===== src/rtl/cla_pkg.sv =====
// Shared definitions for the nibble-serial carry-lookahead word adder.
package cla_pkg;

  localparam int unsigned NIBBLE_W = 4;

  typedef enum logic [1:0] {
    IDLE = 2'd0,
    RUN  = 2'd1,
    DONE = 2'd2
  } state_t;

  // True when a word width can be split into whole nibbles.
  function automatic bit width_ok(input int unsigned w);
    return (w >= NIBBLE_W) && ((w % NIBBLE_W) == 0);
  endfunction

endpackage


===== src/rtl/cla4_slice.sv =====
// Purely combinational 4-bit carry-lookahead adder slice.
module cla4_slice
  import cla_pkg::*;
(
  input  logic [NIBBLE_W-1:0] a,
  input  logic [NIBBLE_W-1:0] b,
  input  logic                cin,
  output logic [NIBBLE_W-1:0] sum,
  output logic                cout
);

  logic [NIBBLE_W-1:0] g;
  logic [NIBBLE_W-1:0] p;
  logic [NIBBLE_W-1:0] c;

  // Bitwise generate/propagate terms.
  assign g = a & b;
  assign p = a ^ b;

  // Every carry expanded directly from g/p/cin so no carry waits on another.
  always_comb begin
    c[0] = cin;
    c[1] = g[0] | (p[0] & cin);
    c[2] = g[1] | (p[1] & g[0]) | (p[1] & p[0] & cin);
    c[3] = g[2] | (p[2] & g[1]) | (p[2] & p[1] & g[0]) | (p[2] & p[1] & p[0] & cin);
    cout = g[3] | (p[3] & g[2]) | (p[3] & p[2] & g[1]) | (p[3] & p[2] & p[1] & g[0])
         | (p[3] & p[2] & p[1] & p[0] & cin);
  end

  assign sum = p ^ c;

endmodule


===== src/rtl/cla_serial_word_adder.sv =====
// Wide-word adder that walks the operands one nibble per cycle through a
// single CLA slice, with valid/ready handshakes on both sides.
module cla_serial_word_adder
  import cla_pkg::*;
#(
  parameter int unsigned WIDTH = 16
) (
  input  logic             clk,
  input  logic             rst,
  input  logic             in_valid,
  output logic             in_ready,
  input  logic [WIDTH-1:0] in_a,
  input  logic [WIDTH-1:0] in_b,
  input  logic             in_cin,
  output logic             out_valid,
  input  logic             out_ready,
  output logic [WIDTH-1:0] out_sum,
  output logic             out_carry,
  output logic             busy
);

  localparam int unsigned NIBBLES = WIDTH / NIBBLE_W;
  localparam int unsigned IDX_W   = (NIBBLES > 1) ? $clog2(NIBBLES) : 1;
  localparam logic [IDX_W-1:0] LAST_IDX = IDX_W'(NIBBLES - 1);

  // Reject widths that do not split into whole nibbles.
  generate
    if (!width_ok(WIDTH)) begin : g_bad_width
      $error("cla_serial_word_adder: WIDTH must be a multiple of 4 and >= 4");
    end
  endgenerate

  state_t              state;
  state_t              state_next;
  logic [WIDTH-1:0]    a_sh;
  logic [WIDTH-1:0]    b_sh;
  logic [WIDTH-1:0]    sum_sh;
  logic [WIDTH-1:0]    sum_next;
  logic                carry_reg;
  logic [IDX_W-1:0]    idx;
  logic [NIBBLE_W-1:0] slice_sum;
  logic                slice_cout;
  logic                load;
  logic                step;
  logic                last;
  logic                deliver;

  // The only arithmetic: current low nibbles plus the registered carry.
  cla4_slice u_slice (
    .a    (a_sh[NIBBLE_W-1:0]),
    .b    (b_sh[NIBBLE_W-1:0]),
    .cin  (carry_reg),
    .sum  (slice_sum),
    .cout (slice_cout)
  );

  // New sum nibble enters at the MSB end so the word is aligned after the last step.
  assign sum_next = (sum_sh >> NIBBLE_W) | (WIDTH'(slice_sum) << (WIDTH - NIBBLE_W));

  // Handshake-facing flags decode from state alone.
  assign in_ready = (state == IDLE);
  assign busy     = (state != IDLE);

  // State register.
  always_ff @(posedge clk or posedge rst) begin
    if (rst) begin
      state <= IDLE;
    end else begin
      state <= state_next;
    end
  end

  // Next-state and datapath strobes.
  always_comb begin
    state_next = state;
    load       = 1'b0;
    step       = 1'b0;
    last       = 1'b0;
    deliver    = 1'b0;
    case (state)
      IDLE: begin
        if (in_valid) begin
          load       = 1'b1;
          state_next = RUN;
        end
      end
      RUN: begin
        step = 1'b1;
        if (idx == LAST_IDX) begin
          last       = 1'b1;
          state_next = DONE;
        end
      end
      DONE: begin
        if (out_valid && out_ready) begin
          deliver    = 1'b1;
          state_next = IDLE;
        end
      end
      default: state_next = IDLE;
    endcase
  end

  // Operand/sum shift registers, carry chain register and nibble index.
  always_ff @(posedge clk or posedge rst) begin
    if (rst) begin
      a_sh      <= '0;
      b_sh      <= '0;
      sum_sh    <= '0;
      carry_reg <= 1'b0;
      idx       <= '0;
    end else if (load) begin
      a_sh      <= in_a;
      b_sh      <= in_b;
      sum_sh    <= '0;
      carry_reg <= in_cin;
      idx       <= '0;
    end else if (step) begin
      a_sh      <= a_sh >> NIBBLE_W;
      b_sh      <= b_sh >> NIBBLE_W;
      sum_sh    <= sum_next;
      carry_reg <= slice_cout;
      idx       <= idx + IDX_W'(1);
    end
  end

  // Result registers: captured on the final nibble, held until the consumer takes them.
  always_ff @(posedge clk or posedge rst) begin
    if (rst) begin
      out_sum   <= '0;
      out_carry <= 1'b0;
      out_valid <= 1'b0;
    end else if (last) begin
      out_sum   <= sum_next;
      out_carry <= slice_cout;
      out_valid <= 1'b1;
    end else if (deliver) begin
      out_valid <= 1'b0;
    end
  end

endmodule

===== config.mk =====
export PLATFORM = sky130hd
export DESIGN_NAME = cla_serial_word_adder
export DESIGN_NICKNAME = d
export VERILOG_FILES = /design/src/rtl/cla_pkg.sv /design/src/rtl/cla4_slice.sv /design/src/rtl/cla_serial_word_adder.sv
export SDC_FILE = /design/constraint.sdc
export NUM_CORES = 1
export LEC_CHECK = 0
export ABC_AREA = 1
export BUFFER_PORTS_ARGS = -buffer_cell sky130_fd_sc_hd__buf_4
export CAP_MARGIN = 10
export CORE_MARGIN = 3
export CORE_UTILIZATION = 55
export DETAILED_ROUTE_END_ITERATION = 8
export PLACE_DENSITY = 0.81
export SLEW_MARGIN = 20
export SYNTH_ARGS = -nofsm -noshare
export SYNTH_HDL_FRONTEND = slang
export SYNTH_SLANG_ARGS = --single-unit

===== constraint.sdc =====
create_clock -name clk -period 3.9 [get_ports clk]
set_input_delay 0.195 -clock clk [delete_from_list [all_inputs] [get_ports clk]]
set_output_delay 0.195 -clock clk [all_outputs]
set_load 0.05 [all_outputs]

==> impl_metrics.csv, run 1 <==
group,metric,value,unit
global_route,overflow,0,
job,maxCapViolCount,0,
drt,antenna_left,0,
yosys,synthDistinctLibCells,26,
power_and_ir_drop,p_int,0.00190,W
drt,drt-initial-drc-count,195,
sta,maxSlewHeadroom,56.0,%
sta,finalCritPeriodShare,48.1,%
global_route,first_global_vias,2198,
finish,drive_above_1_share,24.7,%
yosys,synth_common_cells,"nand2_1 (94), dfrtp_1 (67), inv_1 (41)",
yosys,synth_warnings,0,
yosys,synth-seq-cells,67,
global_route,grt_max_degree,38,
run_status,status,"completed",
global_route,grt_pass1_wl,9.76,mm
drt,num_vias,2242,
place,gp_congestion,0.902,
die,rows,25,
yosys,yosysSeqAreaShare,57.7,%
worst_setup_path,endpoint_kind,"flip-flop",
cts,clockRootBuffer,"clkbuf_8",
die,die_x,78.7,um
sta,grt_setup_unrepaired,"false",
cts,htreeDepth,3,
cts,cts.sinks,67,
min_path,hold_class,"in2reg",
die,dieArea,6200,sq um
yosys,synth.most_common_cell,"nand2_1",
drt,viasPerCell,5.20,
yosys,synthesis.nets,346,
power_and_ir_drop,p_clk_share,19.1,%
drt,firstDrtPassIters,4,
global_route,antenna_found_initial,0,
worst_setup_path,cp_max_fo,34,
yosys,yosysTopAreaCell,"dfrtp_1",
power_and_ir_drop,power_density,944,nW/um^2
cts,post-cts-setup-buffers,0,
yosys,synthTopCellsByArea,"dfrtp_1 (58%), nand2_1 (12%), inv_1 (5.3%)",
worst_setup_path,required,4.13,ns
power_and_ir_drop,leakage,1.79,nW
sta,fin_crit,1.88,ns
sta,hold_viol_final,0,
power_and_ir_drop,power.switching,0.00146,W
worst_setup_path,criticalPathCategory,"reg2reg",
sta,drv_slew,0,
yosys,avgSynthCellArea,9.60,sq um
sta,final.setup.tns,0,ns
cts,cts_tree,"built",
die,core-area,4910,sq um
yosys,netlist_area,2910,sq um
worst_setup_path,startpoint_type,"flip-flop",
finish,fin_nets,402,
place,dp_hpwl,3.97,mm
power_and_ir_drop,power_frac_comb,46.7,%
drt,wire_per_inst,12.9,um
sta,worst_pin_slew,0.658,ns
finish,fin_area,3560,sq um
yosys,yosysTopAreaCellShare,57.7,%
worst_setup_path,worstPathArrival,2.11,ns
die,die_y,78.7,um
cts,clock_path_buffers,2,
sta,fmax,533,MHz
power_and_ir_drop,sw_frac_of_total,43.4,%
power_and_ir_drop,seqPwrFrac,34.1,%
drt,drt_wl_total,5.56,mm
die,start_util,59.2,%
die,io_pins,57,
yosys,synth-main-ff-cell,"dfrtp_1",
power_and_ir_drop,ir_worst_vdd,0.429,mV
sta,finalClockSkew,0.00547,ns
finish,antennaDiodeCount,0,
finish,largestRegisters,"a_sh x16, b_sh x16, out_sum x16",
yosys,async_flop_share,100,%
sta,setup_viol,0,
finish,area_delta_synth_final,22.6,%
place,io_buffers,56,
yosys,synth_cells,303,
cts,clk_latency,0.34,ns
cts,cts.clk_slew.worst_paths,0.07,ns
global_route,track_usage,20.5,%
yosys,synth_edf_count,0,
drt,drc,0,
cts,cts_buffers,9,
place,postPlaceCellArea,3330,sq um
==> layout make-up <==
cell class / count / area, sq um
sequential: 67 / 1680
fill: 377 / 1350
multi-input combinational: 179 / 973
timing repair buffer: 58 / 438
inverter: 44 / 165
clock buffer: 12 / 155
tap: 67 / 83.8
clock inverter: 4 / 72.6
==> what timing repair did <==
action | 4_1_cts | 5_1_grt
gates resized for setup | 0 | 0
hold buffers | 1 | 0
hold endpoints to repair | 30 | 0
==> final timing paths <==
kind | startpoint | to | slack (ns) | depth (start not counted)
max | state[1]$_DFFE_PP0P_ | carry_reg$_DFFE_PP0P_ | 2.02 | 8
min | in_b[9] | b_sh[9]$_DFFE_PP0P_ | 0.06 | 3
max reg2reg | state[1]$_DFFE_PP0P_ | carry_reg$_DFFE_PP0P_ | 2.02 | 8
min reg2reg | out_sum[14]$_DFFE_PP0P_ | out_sum[14]$_DFFE_PP0P_ | 0.48 | 2
max in group asynchronous | rst | out_carry$_DFFE_PP0P_ | 2.48 | 4
min in group asynchronous | rst | sum_sh[13]$_DFFE_PP0P_ | 0.53 | 3
==> placed cells by master (no fill, tap or decap), types with 4 or more instances in the layout <==
master    count
o21ai_2       8
dfrtp_1      67
inv_1        40
o22ai_1       4
nor2_1        5
ha_1          5
buf_4        57
o211ai_1      8
o21ai_0      18
nand2_1      94
inv_2         4
o221ai_1     16
nand3_1       6
clkbuf_8     11
==> metrics by stage <==
step                cells  hold slack (ns)  worst slack (ns)  total power [W]  utilization [%]
floorplan             303            0.316              2.02          0.00240                -
global placement      414            0.308              2.09          0.00267             67.7
detailed placement    414            0.317              2.02          0.00274             67.7
CTS                   431           0.0561              2.01          0.00339             72.6
global route          431           0.0693              1.81          0.00362             72.6
finish                431           0.0647              2.02          0.00336             72.6
==> kinds of logic (layout without fill, tap and decap cells) <==
kind of cell,Yosys count,count (layout),share of synthesized area (%)
buffers and inverters,57,118,8.86
AO/OA/AOI/OAI,59,59,14.5
AND/OR/NAND/NOR,113,113,15.9
flip-flops,67,67,57.7
adder cells (fa/ha/maj),6,6,2.84
XOR/XNOR,1,1,0.301
==> worst max-delay path: stages (launching register included) <==
cell	delay [ns]
dfrtp_1	0.39
inv_1	0.10
nand2_2	0.38
nand2_4	0.47
inv_2	0.20
nand2_1	0.10
nand2_1	0.05
inv_1	0.05
nand2_1	0.04
==> routing by layer <==
layer  vias up  global-route usage (%)  routed length (um)
met2        65                    32.0                2680
met1      1067                    27.3                2460
li1       1098                       -                   -
met3        12                    4.42                 286
met5         -                       0                   0
met4         0                    10.3                 131
==> power groups by stage <==
stage	logic (W)	clock network, W	registers (W)
floorplan	0.00100	0	0.00139
global placement	0.00153	0	0.00115
detailed placement	0.00158	0	0.00116
CTS	0.00159	0.000653	0.00115
global route	0.00175	0.000687	0.00119
finish	0.00157	0.000644	0.00115
Note: power is estimated with default switching activity, not from simulation.
==> inputs of run 2 (changes only) <==
--- a/config.mk
+++ b/config.mk
@@ -9,9 +9,9 @@
 export BUFFER_PORTS_ARGS = -buffer_cell sky130_fd_sc_hd__buf_4
 export CAP_MARGIN = 10
 export CORE_MARGIN = 3
-export CORE_UTILIZATION = 55
+export CORE_UTILIZATION = 54
 export DETAILED_ROUTE_END_ITERATION = 8
-export PLACE_DENSITY = 0.81
+export PLACE_DENSITY = 0.79
 export SLEW_MARGIN = 20
 export SYNTH_ARGS = -nofsm -noshare
 export SYNTH_HDL_FRONTEND = slang
==> constraint.sdc (replaced) <==
create_clock -name clk -period 1.8 [get_ports clk]
set_input_delay 0.09 -clock clk [delete_from_list [all_inputs] [get_ports clk]]
set_output_delay 0.09 -clock clk [all_outputs]
set_load 0.05 [all_outputs]
==> run 2 against run 1 <==
  * Sequential power is 120% higher
  * Fmax is 20% higher
  * Power is 110% higher
  * Clock power is 61% higher
  * Utilization rose by 2.0 points
  * Worst hold slack got worse by 0.049 ns
  * Via count up 6.2%
  * Critical path depth shrank 2
  * Clock-buffer cell count stayed put
  * Worst setup slack worse by 1.8 ns
==> impl_metrics.csv, run 2 (synthesized netlist as in run 1, its figures left out) <==
group,metric,value,unit
die,dieArea,6300,sq um
power_and_ir_drop,leakage,1.92,nW
worst_setup_path,reg2reg_to,"out_sum[0]$_DFFE_PP0P_",
finish,seqCellArea,1680,sq um
sta,drv_slew,0,
finish,fin_area,3860,sq um
cts,clock_path_buffers,2,
drt,drc,0,
min_path,min_path_cells,3,
sta,hold-worst-slack,0.0153,ns
worst_setup_path,worstPathArrival,1.81,ns
drt,firstDrtPassIters,4,
finish,mostFrequentLayoutCell,"nand2_1",
cts,cts.clk_slew.worst_paths,0.07,ns
worst_setup_path,regToRegStartpoint,"idx[0]$_DFFE_PP0P_",
die,die_x,79.4,um
sta,final.setup.tns,0,ns
sta,finalCritPeriodShare,86.7,%
sta,worst_pin_slew,0.496,ns
drt,num_vias,2381,
drt,wire_per_inst,13.5,um
worst_setup_path,r2r_cells,6,
global_route,grt_pass1_wl,11.1,mm
die,start_util,56.2,%
cts,cts_buffers,9,
power_and_ir_drop,seqPwrFrac,35.4,%
drt,drt_wl_total,6.29,mm
power_and_ir_drop,power_density,1840,nW/um^2
place,dp_hpwl,4.08,mm
job,maxCapViolCount,0,
worst_setup_path,endpoint_kind,"flip-flop",
worst_setup_path,regToRegSetupSlack,0.24,ns
sta,setup_viol,0,
power_and_ir_drop,sw_frac_of_total,44.9,%
worst_setup_path,startpoint_type,"flip-flop",
finish,drive_above_1_share,22.9,%
place,gp_congestion,0.844,
drt,antenna_left,0,
cts,cts_tree,"built",
cts,cts.sinks,67,
sta,hold_viol_final,0,
sta,layout_setup_ws,0.240,ns
global_route,first_global_vias,2495,
power_and_ir_drop,p_clk_share,14.6,%
finish,fillers,367,
power_and_ir_drop,power_frac_comb,50.0,%
worst_setup_path,required,2.05,ns
place,io_buffers,56,
finish,multiInputGateArea,973,sq um
die,die_y,79.4,um
run_status,status,"completed",
die,core-area,5170,sq um
global_route,antenna_found_initial,0,
finish,fin_nets,436,
sta,grt_setup_unrepaired,"false",
global_route,track_usage,22.9,%
die,io_pins,57,
global_route,grt_max_degree,68,
sta,fin_crit,1.56,ns
power_and_ir_drop,ir_worst_vdd,0.967,mV
finish,antennaDiodeCount,0,
sta,maxSlewHeadroom,66.9,%
worst_setup_path,criticalPathCategory,"reg2reg",
min_path,holdPathEnd,"b_sh[3]$_DFFE_PP0P_",
power_and_ir_drop,p_int,0.00391,W
place,postPlaceCellArea,3380,sq um
finish,largestRegisters,"a_sh x16, b_sh x16, out_sum x16",
min_path,hold_start,"in_b[3]",
power_and_ir_drop,power.switching,0.00319,W
place,placed_cells,420,
die,rows,26,
cts,htreeDepth,3,
sta,finalClockSkew,0.00895,ns
sta,fmax,641,MHz
finish,area_delta_synth_final,32.7,%
cts,post-cts-setup-buffers,0,
min_path,hold_class,"in2reg",
cts,clk_latency,0.33,ns
finish,final_cell_mix,"nand2_1 (94), dfrtp_1 (67), buf_4 (58)",
cts,clockRootBuffer,"clkbuf_8",
finish,final_cells,467,
global_route,overflow,0,
worst_setup_path,cp_max_fo,27,
drt,drt-initial-drc-count,100,
drt,viasPerCell,5.10,
place,place_ws,0.245,ns
## run 2: worst max-delay path by stage
stage,to,from
floorplan,a_sh[0]$_DFFE_PP0P_,rst
global route,out_sum[10]$_DFFE_PP0P_,idx[0]$_DFFE_PP0P_
global placement,out_sum[8]$_DFFE_PP0P_,idx[0]$_DFFE_PP0P_
finish,out_sum[0]$_DFFE_PP0P_,idx[0]$_DFFE_PP0P_
CTS,out_sum[8]$_DFFE_PP0P_,idx[0]$_DFFE_PP0P_
detailed placement,out_sum[8]$_DFFE_PP0P_,idx[0]$_DFFE_PP0P_
## run 2: layout make-up
cell class,count,area share [%]
flip-flops and latches,67,43.5
inverters,44,4.28
multi-input cells,179,25.2
well taps,70,2.27
clock inverters,3,0.389
repair buffers,92,20.6
clock buffers,12,3.76
## run 2: power by group through the flow
stage | combinational (W) | sequential [W] | clock [W]
floorplan | 0.00217 | 0.00302 | 0
global placement | 0.00339 | 0.00250 | 0
detailed placement | 0.00351 | 0.00253 | 0
CTS | 0.00357 | 0.00251 | 0.00106
global route | 0.00402 | 0.00257 | 0.00113
finish | 0.00355 | 0.00251 | 0.00104
## run 2: timing repair
item                                   CTS  global route
hold buffers                            32             0
gates resized for setup                  0             0
endpoints found under the hold margin   98             0
## run 2: stage by stage
stage / total power, W / util (%)
final: 0.00709 / 74.6
after global placement: 0.00589 / 65.3
after global routing: 0.00772 / 74.6
after detailed placement: 0.00604 / 65.3
after floorplan: 0.00519 / -
after CTS: 0.00714 / 74.6
## run 2: worst max-delay path, stage by stage (launching register included)
cell	delay [ns]
dfrtp_1	0.40
ha_1	0.21
inv_1	0.19
nor2_4	0.08
inv_2	0.38
nand2_1	0.13
o21ai_2	0.07
## run 2: layer usage
layer | share of wire [%] | vias up | global-route usage, %
li1 | - | 1163 | -
met1 | 41 | 1133 | 26.8
met2 | 53 | 73 | 40.1
met3 | 5.1 | 12 | 6.09
met4 | 1.8 | 0 | 8.76
met5 | 0 | - | 0
==> inputs of run 3 (changes only) <==
--- a/config.mk
+++ b/config.mk
@@ -9,9 +9,9 @@
 export BUFFER_PORTS_ARGS = -buffer_cell sky130_fd_sc_hd__buf_4
 export CAP_MARGIN = 10
 export CORE_MARGIN = 3
-export CORE_UTILIZATION = 54
+export CORE_UTILIZATION = 49
 export DETAILED_ROUTE_END_ITERATION = 8
-export PLACE_DENSITY = 0.79
+export PLACE_DENSITY = 0.76
 export SLEW_MARGIN = 20
 export SYNTH_ARGS = -nofsm -noshare
 export SYNTH_HDL_FRONTEND = slang
==> constraint.sdc (replaced) <==
create_clock -name clk -period 1.3 [get_ports clk]
set_input_delay 0.065 -clock clk [delete_from_list [all_inputs] [get_ports clk]]
set_output_delay 0.065 -clock clk [all_outputs]
set_load 0.05 [all_outputs]
==> run 3 against run 2 <==
  * Cell count grew 4.9%
  * Via count grew 6.8%
  * Power grew 63%
  * Non-clock buffer count grew 19
  * Cell area grew 12%
  * Largest power group unchanged
  * Clock power grew 58%
  * The run now ends with negative setup slack left
==> impl_metrics.csv, run 3 (synthesized netlist as in run 1, its figures left out) <==
group,metric,value,unit
place,io_buffers,56,
global_route,antenna_found_initial,0,
sta,setup_viol,2,
min_path,hold_class,"in2reg",
finish,largestRegisters,"a_sh x16, b_sh x16, out_sum x16",
worst_setup_path,cp_max_fo,3,
sta,worst_pin_slew,0.341,ns
worst_setup_path,startpoint_type,"flip-flop",
drt,num_vias,2542,
worst_setup_path,worstPathArrival,1.58,ns
sta,drv_slew,0,
finish,fin_area,4320,sq um
die,start_util,51.9,%
power_and_ir_drop,ir_worst_vdd,1.28,mV
drt,antenna_left,0,
worst_setup_path,required,1.53,ns
drt,wire_per_inst,14.3,um
job,maxCapViolCount,0,
die,core-area,5610,sq um
sta,hold_viol_final,0,
finish,antennaDiodeCount,0,
place,dp_hpwl,4.09,mm
power_and_ir_drop,p_total,0.0115,W
drt,firstDrtPassIters,4,
place,postPlaceCellArea,3570,sq um
finish,fin_nets,456,
run_status,status,"complete, but fails checks",
sta,fmax,743,MHz
die,rows,27,
global_route,track_usage,20.5,%
global_route,grt_pass1_wl,11.4,mm
drt,viasPerCell,5.19,
finish,mostFrequentLayoutCell,"nand2_1",
global_route,grt_max_degree,68,
sta,maxSlewHeadroom,77.3,%
drt,drt_wl_total,7.00,mm
drt,drc,0,
finish,fillers,377,
worst_setup_path,endpoint_kind,"flip-flop",
finish,drive_above_1_share,34.0,%
place,gp_congestion,0.854,
power_and_ir_drop,power_density,2670,nW/um^2
cts,clockRootBuffer,"clkbuf_8",
cts,cts.sinks,67,
sta,finalCritPeriodShare,104,%
drt,drt-initial-drc-count,155,
sta,finalClockSkew,0.00414,ns
die,dieArea,6890,sq um
sta,hold-worst-slack,0.0236,ns
worst_setup_path,criticalPathCategory,"reg2reg",
power_and_ir_drop,leakage,2.06,nW
cts,clock_path_buffers,2,
global_route,overflow,0,
cts,htreeDepth,3,
cts,cts.clk_slew.worst_paths,0.07,ns
finish,final_cell_mix,"nand2_1 (91), buf_4 (69), dfrtp_1 (64)",
cts,cts_tree,"built",
die,die_x,83.0,um
die,io_pins,57,
sta,fin_crit,1.35,ns
finish,area_delta_synth_final,48.5,%
die,die_y,83.0,um
run_status,violations,"negative setup slack",
sta,grt_setup_unrepaired,"true",
cts,cts_buffers,9,
cts,clk_latency,0.33,ns
global_route,first_global_vias,2468,
place,place_ws,-0.0383,ns
sta,layout_setup_ws,-0.0465,ns
[run 3: cell types whose count changed in the layout (fill, tap and decap cells not counted), sizes merged]
cell and delta:
clkinvlp +3, inv -2, clkinv -2, buf +14
dlygate4sd3 +2, clkbuf +6
[run 3: worst paths after layout]
check	from	to	slack [ns]	depth (start not counted)
worst min register to register	out_sum[13]$_DFFE_PP0P_	out_sum[13]$_DFFE_PP0P_	0.48	2
worst min-delay path	in_valid	state[0]$_DFFE_PP0P_	0.02	3
min in group asynchronous	rst	state[1]$_DFFE_PP0P_	0.38	4
max in group asynchronous	rst	a_sh[0]$_DFFE_PP0P_	0.64	4
worst max register to register	b_sh[0]$_DFFE_PP0P_	sum_sh[13]$_DFFE_PP0P_	-0.05	3
worst max-delay path	b_sh[0]$_DFFE_PP0P_	sum_sh[13]$_DFFE_PP0P_	-0.05	3
[run 3: area by class of cell]
class / count / area, sq um / share of cell area, %
tap: 72 / 90.1 / 2.09
sequential: 67 / 1680 / 38.9
timing repair inverter: 1 / 7.51 / 0.174
timing repair buffer: 111 / 1020 / 23.7
clock buffer: 15 / 186 / 4.32
multi-input combinational: 179 / 1140 / 26.5
inverter: 44 / 178 / 4.12
clock inverter: 1 / 5.00 / 0.116
[run 3: report_power, final]
group / switching [W] / total [W] / internal (W)
registers: 0.000479 / 0.00351 / 0.00303
clock network: 0.000741 / 0.00164 / 0.000901
logic: 0.00382 / 0.00639 / 0.00257
total: 0.00504 / 0.0115 / 0.00651
[run 3: timing repair]
item                                   4_1_cts  5_1_grt
setup endpoints to repair                   12       33
buffers inserted                             2        4
hold buffers                                34        0
gates cloned                                 0        4
pin swaps                                    6       10
endpoints found under the hold margin      100        0
gates resized for setup                      6       18
[run 3: per-layer routing]
| metal | share of wire, % | GRT usage (%) | vias up |
|---|---|---|---|
| met5 | 0 | 0 | - |
| met4 | 1.5 | 6.84 | 0 |
| met3 | 5.5 | 6.25 | 11 |
| met2 | 53 | 34.0 | 87 |
| met1 | 40 | 25.7 | 1235 |
| li1 | - | - | 1209 |
[run 3: critical path: stages (launching register included)]
cell	delay (ns)
dfrtp_2	0.45
fa_2	0.40
xor2_2	0.19
a22o_1	0.20
[run 3: through the flow]
step	cells	setup TNS [ns]	utilization [%]
6_report	490	-0.0569	77.0
3_3_place_gp	430	-0.0164	63.7
4_1_cts	482	-0.0435	74.0
3_5_place_dp	430	-0.204	63.7
2_1_floorplan	303	-1.73	-
5_1_grt	490	-0.462	77.0
